`src/rtl/unidade_de_busca_pkg.sv`:
```
// Shared fetch-stage types: sequencer states and pcSource encodings used by the control unit.
// No logic; types and constants only. No backpressure.
package iz_pkg;

    typedef enum logic [1:0] {
        ST_RUN  = 2'd0,
        ST_WAIT = 2'd1,
        ST_HALT = 2'd2
    } state_t;

    localparam logic [1:0] PCSRC_NEXT   = 2'b00;
    localparam logic [1:0] PCSRC_BRANCH = 2'b01;
    localparam logic [1:0] PCSRC_REG    = 2'b10;
    localparam logic [1:0] PCSRC_JUMP   = 2'b11;

endpackage

```
`src/rtl/unidade_de_busca_debouncer.sv`:
```
// Key debouncer: 2-flop synchronizer, stability counter, and rising-edge pulse on the debounced level.
// Latency: 2 sync cycles plus DEBOUNCE_CYCLES stable samples before the pulse.
// Backpressure: none; the pulse is lost if the consumer is not listening that cycle.
module debouncer #(
    parameter int DEBOUNCE_CYCLES = 16
) (
    input  logic clk,
    input  logic reset,
    input  logic key_raw,
    output logic key_level,
    output logic key_pulse
);

    localparam int CW = $clog2(DEBOUNCE_CYCLES + 1);
    localparam logic [CW-1:0] LIMIT = CW'(DEBOUNCE_CYCLES);

    logic          sync1_q, sync2_q;
    logic          level_q, level_d;
    logic [CW-1:0] cnt_q, cnt_d;
    logic [CW-1:0] cnt_inc;

    always_comb begin
        cnt_d     = '0;
        level_d   = level_q;
        key_pulse = 1'b0;
        cnt_inc   = cnt_q + 1'b1;
        if (sync2_q != level_q) begin
            if (cnt_inc == LIMIT) begin
                level_d   = ~level_q;
                key_pulse = ~level_q;
            end else begin
                cnt_d = cnt_inc;
            end
        end
    end

    always_ff @(posedge clk) begin
        if (reset) begin
            sync1_q <= 1'b0;
            sync2_q <= 1'b0;
            level_q <= 1'b0;
            cnt_q   <= '0;
        end else begin
            sync1_q <= key_raw;
            sync2_q <= sync1_q;
            level_q <= level_d;
            cnt_q   <= cnt_d;
        end
    end

    assign key_level = level_q;

endmodule

```
`src/rtl/unidade_de_busca.sv`:
```
// PC / fetch sequencer: RUN, WAIT_INPUT (stall for debounced confirm key) and HALTED; optional PC trap via UNIDADE_DE_BUSCA_PC_TRAP_EN.
// Latency: pc updates on the edge ending a commit cycle; commit is combinational.
// Backpressure: isInsert stalls retirement until a fresh confirm press; HALTED holds until reset.
module unidade_de_busca
    import iz_pkg::*;
#(
    parameter int                 ADDR_WIDTH      = 10,
    parameter logic [ADDR_WIDTH-1:0] RESET_PC     = '0,
    parameter int                 DEBOUNCE_CYCLES = 16
) (
    input  logic                  clk,
    input  logic                  reset,
    input  logic [1:0]            pcSource,
    input  logic                  isHalt,
    input  logic                  isInsert,
    input  logic                  confirmKey,
    input  logic [25:0]           jumpAddr,
    input  logic [15:0]           branchAddr,
    input  logic [31:0]           regAddr,
    output logic [ADDR_WIDTH-1:0] pc,
    output logic [ADDR_WIDTH-1:0] pcPlus1,
    output logic                  commit,
    output logic                  halted,
    output logic                  waiting,
    output logic                  pcFault
);

    state_t                state_q, state_d;
    logic [ADDR_WIDTH-1:0] pc_q, pc_d;
    logic [32:0]           next_full;
    logic                  advance;
    logic                  confirm_level;
    logic                  confirm_pulse;

    debouncer #(.DEBOUNCE_CYCLES(DEBOUNCE_CYCLES)) u_confirm (
        .clk       (clk),
        .reset     (reset),
        .key_raw   (confirmKey),
        .key_level (confirm_level),
        .key_pulse (confirm_pulse)
    );

    // Untruncated target kept one bit wider than regAddr so the trap can see PC+1 overflow.
    always_comb begin
        next_full = 33'(pc_q) + 33'd1;
        case (pcSource)
            PCSRC_BRANCH: next_full = 33'(branchAddr);
            PCSRC_REG:    next_full = 33'(regAddr);
            PCSRC_JUMP:   next_full = 33'(jumpAddr);
            default:      next_full = 33'(pc_q) + 33'd1;
        endcase
    end

`ifdef UNIDADE_DE_BUSCA_PC_TRAP_EN
    logic fault_q, fault_d;
    logic overflow;
    assign overflow = (next_full >= (33'd1 << ADDR_WIDTH));
`endif

    always_comb begin
        state_d = state_q;
        pc_d    = pc_q;
        advance = 1'b0;
`ifdef UNIDADE_DE_BUSCA_PC_TRAP_EN
        fault_d = fault_q;
`endif
        case (state_q)
            ST_RUN: begin
                if (isHalt)        state_d = ST_HALT;
                else if (isInsert) state_d = ST_WAIT;
                else               advance = 1'b1;
            end
            ST_WAIT: advance = confirm_pulse;
            ST_HALT: state_d = ST_HALT;
            default: state_d = ST_RUN;
        endcase
        if (advance) begin
            state_d = ST_RUN;
`ifdef UNIDADE_DE_BUSCA_PC_TRAP_EN
            if (overflow) begin
                state_d = ST_HALT;
                fault_d = 1'b1;
            end else begin
                pc_d = next_full[ADDR_WIDTH-1:0];
            end
`else
            pc_d = next_full[ADDR_WIDTH-1:0];
`endif
        end
    end

    always_ff @(posedge clk) begin
        if (reset) begin
            state_q <= ST_RUN;
            pc_q    <= RESET_PC;
`ifdef UNIDADE_DE_BUSCA_PC_TRAP_EN
            fault_q <= 1'b0;
`endif
        end else begin
            state_q <= state_d;
            pc_q    <= pc_d;
`ifdef UNIDADE_DE_BUSCA_PC_TRAP_EN
            fault_q <= fault_d;
`endif
        end
    end

    assign pc      = pc_q;
    assign pcPlus1 = pc_q + 1'b1;
    assign commit  = advance;
    assign halted  = (state_q == ST_HALT);
    assign waiting = (state_q == ST_WAIT);
`ifdef UNIDADE_DE_BUSCA_PC_TRAP_EN
    assign pcFault = fault_q;
`else
    assign pcFault = 1'b0;
`endif

endmodule

```
`config.mk`:
```
export PLATFORM = sky130hd
export DESIGN_NAME = unidade_de_busca
export DESIGN_NICKNAME = d
export VERILOG_FILES = /design/src/rtl/unidade_de_busca_pkg.sv /design/src/rtl/unidade_de_busca_debouncer.sv /design/src/rtl/unidade_de_busca.sv
export SDC_FILE = /design/constraint.sdc
export NUM_CORES = 1
export LEC_CHECK = 0
export ABC_AREA = 1
export CORE_MARGIN = 5
export CORE_UTILIZATION = 36
export DETAILED_ROUTE_END_ITERATION = 16
export DONT_BUFFER_PORTS = 1
export GPL_TIMING_DRIVEN = 0
export PLACE_DENSITY = 0.5
export SLEW_MARGIN = 5
export SYNTH_ARGS = -nofsm -noshare
export SYNTH_HDL_FRONTEND = slang
export SYNTH_SLANG_ARGS = --single-unit
```
`constraint.sdc`:
```
create_clock -name clk -period 1.95 [get_ports clk]
set_input_delay 0.2925 -clock clk [delete_from_list [all_inputs] [get_ports clk]]
set_output_delay 0.2925 -clock clk [all_outputs]
set_load 0.01 [all_outputs]
```
==> impl_metrics.json <==
{
  "min_period_ns": 1.83,
  "rows": 22,
  "final_core_util": 0.409,
  "cts_htree_levels": 1,
  "numCtsBuffers": 3,
  "synth.distinct_cells": 27,
  "hold_class": "in2reg",
  "synthSimpleGateAreaFrac": 0.478,
  "drive_above_1_share": 0.116,
  "cts_resized": 0,
  "synthTopCellsByCount": "nand2_1, inv_1, dfxtp_1",
  "synth_compound_area_frac": 0.0533,
  "synth_area_mm2": 0.00136,
  "p_leak_nw": 0.752,
  "crit_fanout": 5,
  "synth-xor-area-share": 0.0321,
  "drt_iter0_drc": 39,
  "vias": 1411,
  "synth_top_family_by_area": "simple AND/OR/NAND/NOR gates",
  "synth_nets": 304,
  "path_class": "reg2out",
  "p_int_uw": 651,
  "dieArea_mm2": 0.00512,
  "core_mm2": 0.00366,
  "arrival_ns": 1.54,
  "synth-edff-count": 0,
  "ioPinCount": 105,
  "syn_inst": 220,
  "area_delta_synth_final_pct": 9.92,
  "antennaDiodeCount": 0,
  "wl_um": 3810,
  "outcome": "finished clean",
  "yosys-top-cells-area": "dfxtp_1, nand2_1, nand4_1",
  "worst-path-buf-inv": 1,
  "post-synth-top-count-cell": "nand2_1",
  "synth_top_area_frac": 0.294,
  "vias_per_cell": 5.17,
  "hold_viol_final": 0,
  "cp_top_family": "simple AND/OR/NAND/NOR gates",
  "yosysTopAreaCell": "dfxtp_1",
  "final_antenna_net_count": 0,
  "path_clk_slew_ns": 0.07,
  "antenna_found_initial": 0,
  "synthArstFlopShare": 0,
  "drtPass1Iterations": 5,
  "swShare": 0.285,
  "crit_required_ns": 1.66,
  "place_inst": 268,
  "slowest_delay_ns": 0.38,
  "drc": 0,
  "slew_violations": 0,
  "start_util": 0.372,
  "p_sw_uw": 260,
  "synthMuxAreaShare": 0,
  "setup_viol_count_final": 0,
  "die_w_um": 71.5,
  "grt_pass1_vias": 1341,
  "gp_congestion": 0.766,
  "fmax_mhz": 547,
  "worst_setup_path_end_kind": "output pin",
  "fin_ws_ns": 0.121,
  "dp_slack_ns": 0.293,
  "cts-root-buf": "clkbuf_8",
  "io_buffers": 0,
  "synth.avg_cell_area_um2": 6.19,
  "cts_tree": "yes",
  "crit_path_start_kind": "flop",
  "post_cts_buffers": 0,
  "crit_chain": "ha_2, inv_1, nand2_1, nand2_2, nor2_4, nand4_2, nand2_4",
  "cpMaxStageDelayCell": "dfxtp_1",
  "finClkSkew_ns": 0.00873,
  "synth_flop_cell": "dfxtp_1",
  "regToRegSetupSlack_ns": 0.38,
  "clk_path_buf_depth": 2,
  "p_clk_frac": 0.355,
  "cts.sinks": 20,
  "final_nets": 310,
  "fin_crit_sh": 0.938,
  "synth-adder-area-share": 0.0275,
  "grtUsageTotal": 0.150,
  "grt_max_degree": 12,
  "combPwrFrac": 0.149,
  "grt-ovfl-total": 0,
  "yosys_register_bits": 20,
  "max-vdd-ir-drop_uv": 196,
  "pwr-share-seq": 0.496,
  "die_h_um": 71.5,
  "postCtsHoldBufs": 0,
  "wire_per_inst_um": 14.0,
  "finalNonFillerCells": 273,
  "hpwl_um": 2990,
  "power.density_mw_per_mm2": 608,
  "cap_violations": 0,
  "ys_warn_count": 0,
  "grt_pass1_wl_um": 6130,
  "clk_latency_ns": 0.26,
  "ys_seq_area_frac": 0.294
}
[state kept, by name, indices dropped and copies added, names as in the netlist]
register	cells
u_confirm.key_level	1
u_confirm.sync1_q	1
state_q	2
u_confirm.cnt_q	5
pc	10
u_confirm.sync2_q	1
[layout by cell type, fill, tap and decap left out, types with 2 or more instances in the layout]
| master | netlist | final |
|---|---|---|
| o21ai_0 | 4 | 4 |
| xnor2_1 | 2 | 2 |
| nor2_2 | 4 | 5 |
| nand2_2 | 3 | 3 |
| inv_1 | 27 | 27 |
| a31oi_1 | 2 | 2 |
| clkbuf_8 | 1 | 5 |
| ha_1 | 3 | 2 |
| dfxtp_2 | 0 | 3 |
| nand4_1 | 17 | 17 |
| nand2_1 | 76 | 76 |
| buf_4 | 2 | 2 |
| nor2_1 | 18 | 17 |
| xor2_1 | 3 | 3 |
| dfxtp_1 | 20 | 17 |
| a21oi_1 | 8 | 8 |
| nand3_1 | 19 | 19 |
[power groups by stage]
| stage | Combinational (mW) | Clock (mW) | Sequential (mW) |
|---|---|---|---|
| global route | 0.157 | 0.353 | 0.456 |
| detailed placement | 0.136 | 0 | 0.461 |
| global placement | 0.133 | 0 | 0.460 |
| finish | 0.136 | 0.323 | 0.452 |
| CTS | 0.136 | 0.334 | 0.452 |
| floorplan | 0.108 | 0 | 0.454 |
[cell families after synthesis]
logic type	count (synthesis)
flops	20
fa+ha+maj	3
simple gates	143
compound gates	14
other cells	1
xor+xnor	5
buf+inv	34
[metrics by stage]
| step | instance area (µm²) | setup TNS (ns) | total power, mW | hold slack [ns] |
|---|---|---|---|---|
| detailed placement | 1420 | 0 | 0.597 | 0.367 |
| floorplan | 1360 | 0 | 0.562 | 0.364 |
| finish | 1500 | 0 | 0.911 | 0.0968 |
| CTS | 1480 | 0 | 0.922 | 0.0887 |
| global route | 1500 | -0.000307 | 0.965 | 0.0857 |
| global placement | 1420 | 0 | 0.593 | 0.366 |
[metal layers]
layer / share of wire / vias to the layer above / global-route usage
met5: 0 / - / 0
met1: 0.41 / 637 / 0.171
li1: - / 720 / -
met4: 0.013 / 0 / 0.0438
met2: 0.51 / 44 / 0.270
met3: 0.067 / 10 / 0.0407
[path summary, 6_finish.rpt]
check | start | to | depth (start not counted)
setup / recovery | u_confirm.cnt_q[1] | commit | 7
hold reg to reg | u_confirm.sync1_q | u_confirm.sync2_q | 2
setup reg to reg | pc[1] | pc[8] | 8
hold / removal | reset | u_confirm.sync1_q | 1
[final cells by class]
type	count	area, µm²
flip-flops and latches	20	404
fillers	418	2160
inverters	29	109
multi-input cells	167	826
clock buffers	4	55.1
well taps	48	60.1
plain buffers	5	43.8
Power figures use the tool's default switching activity.
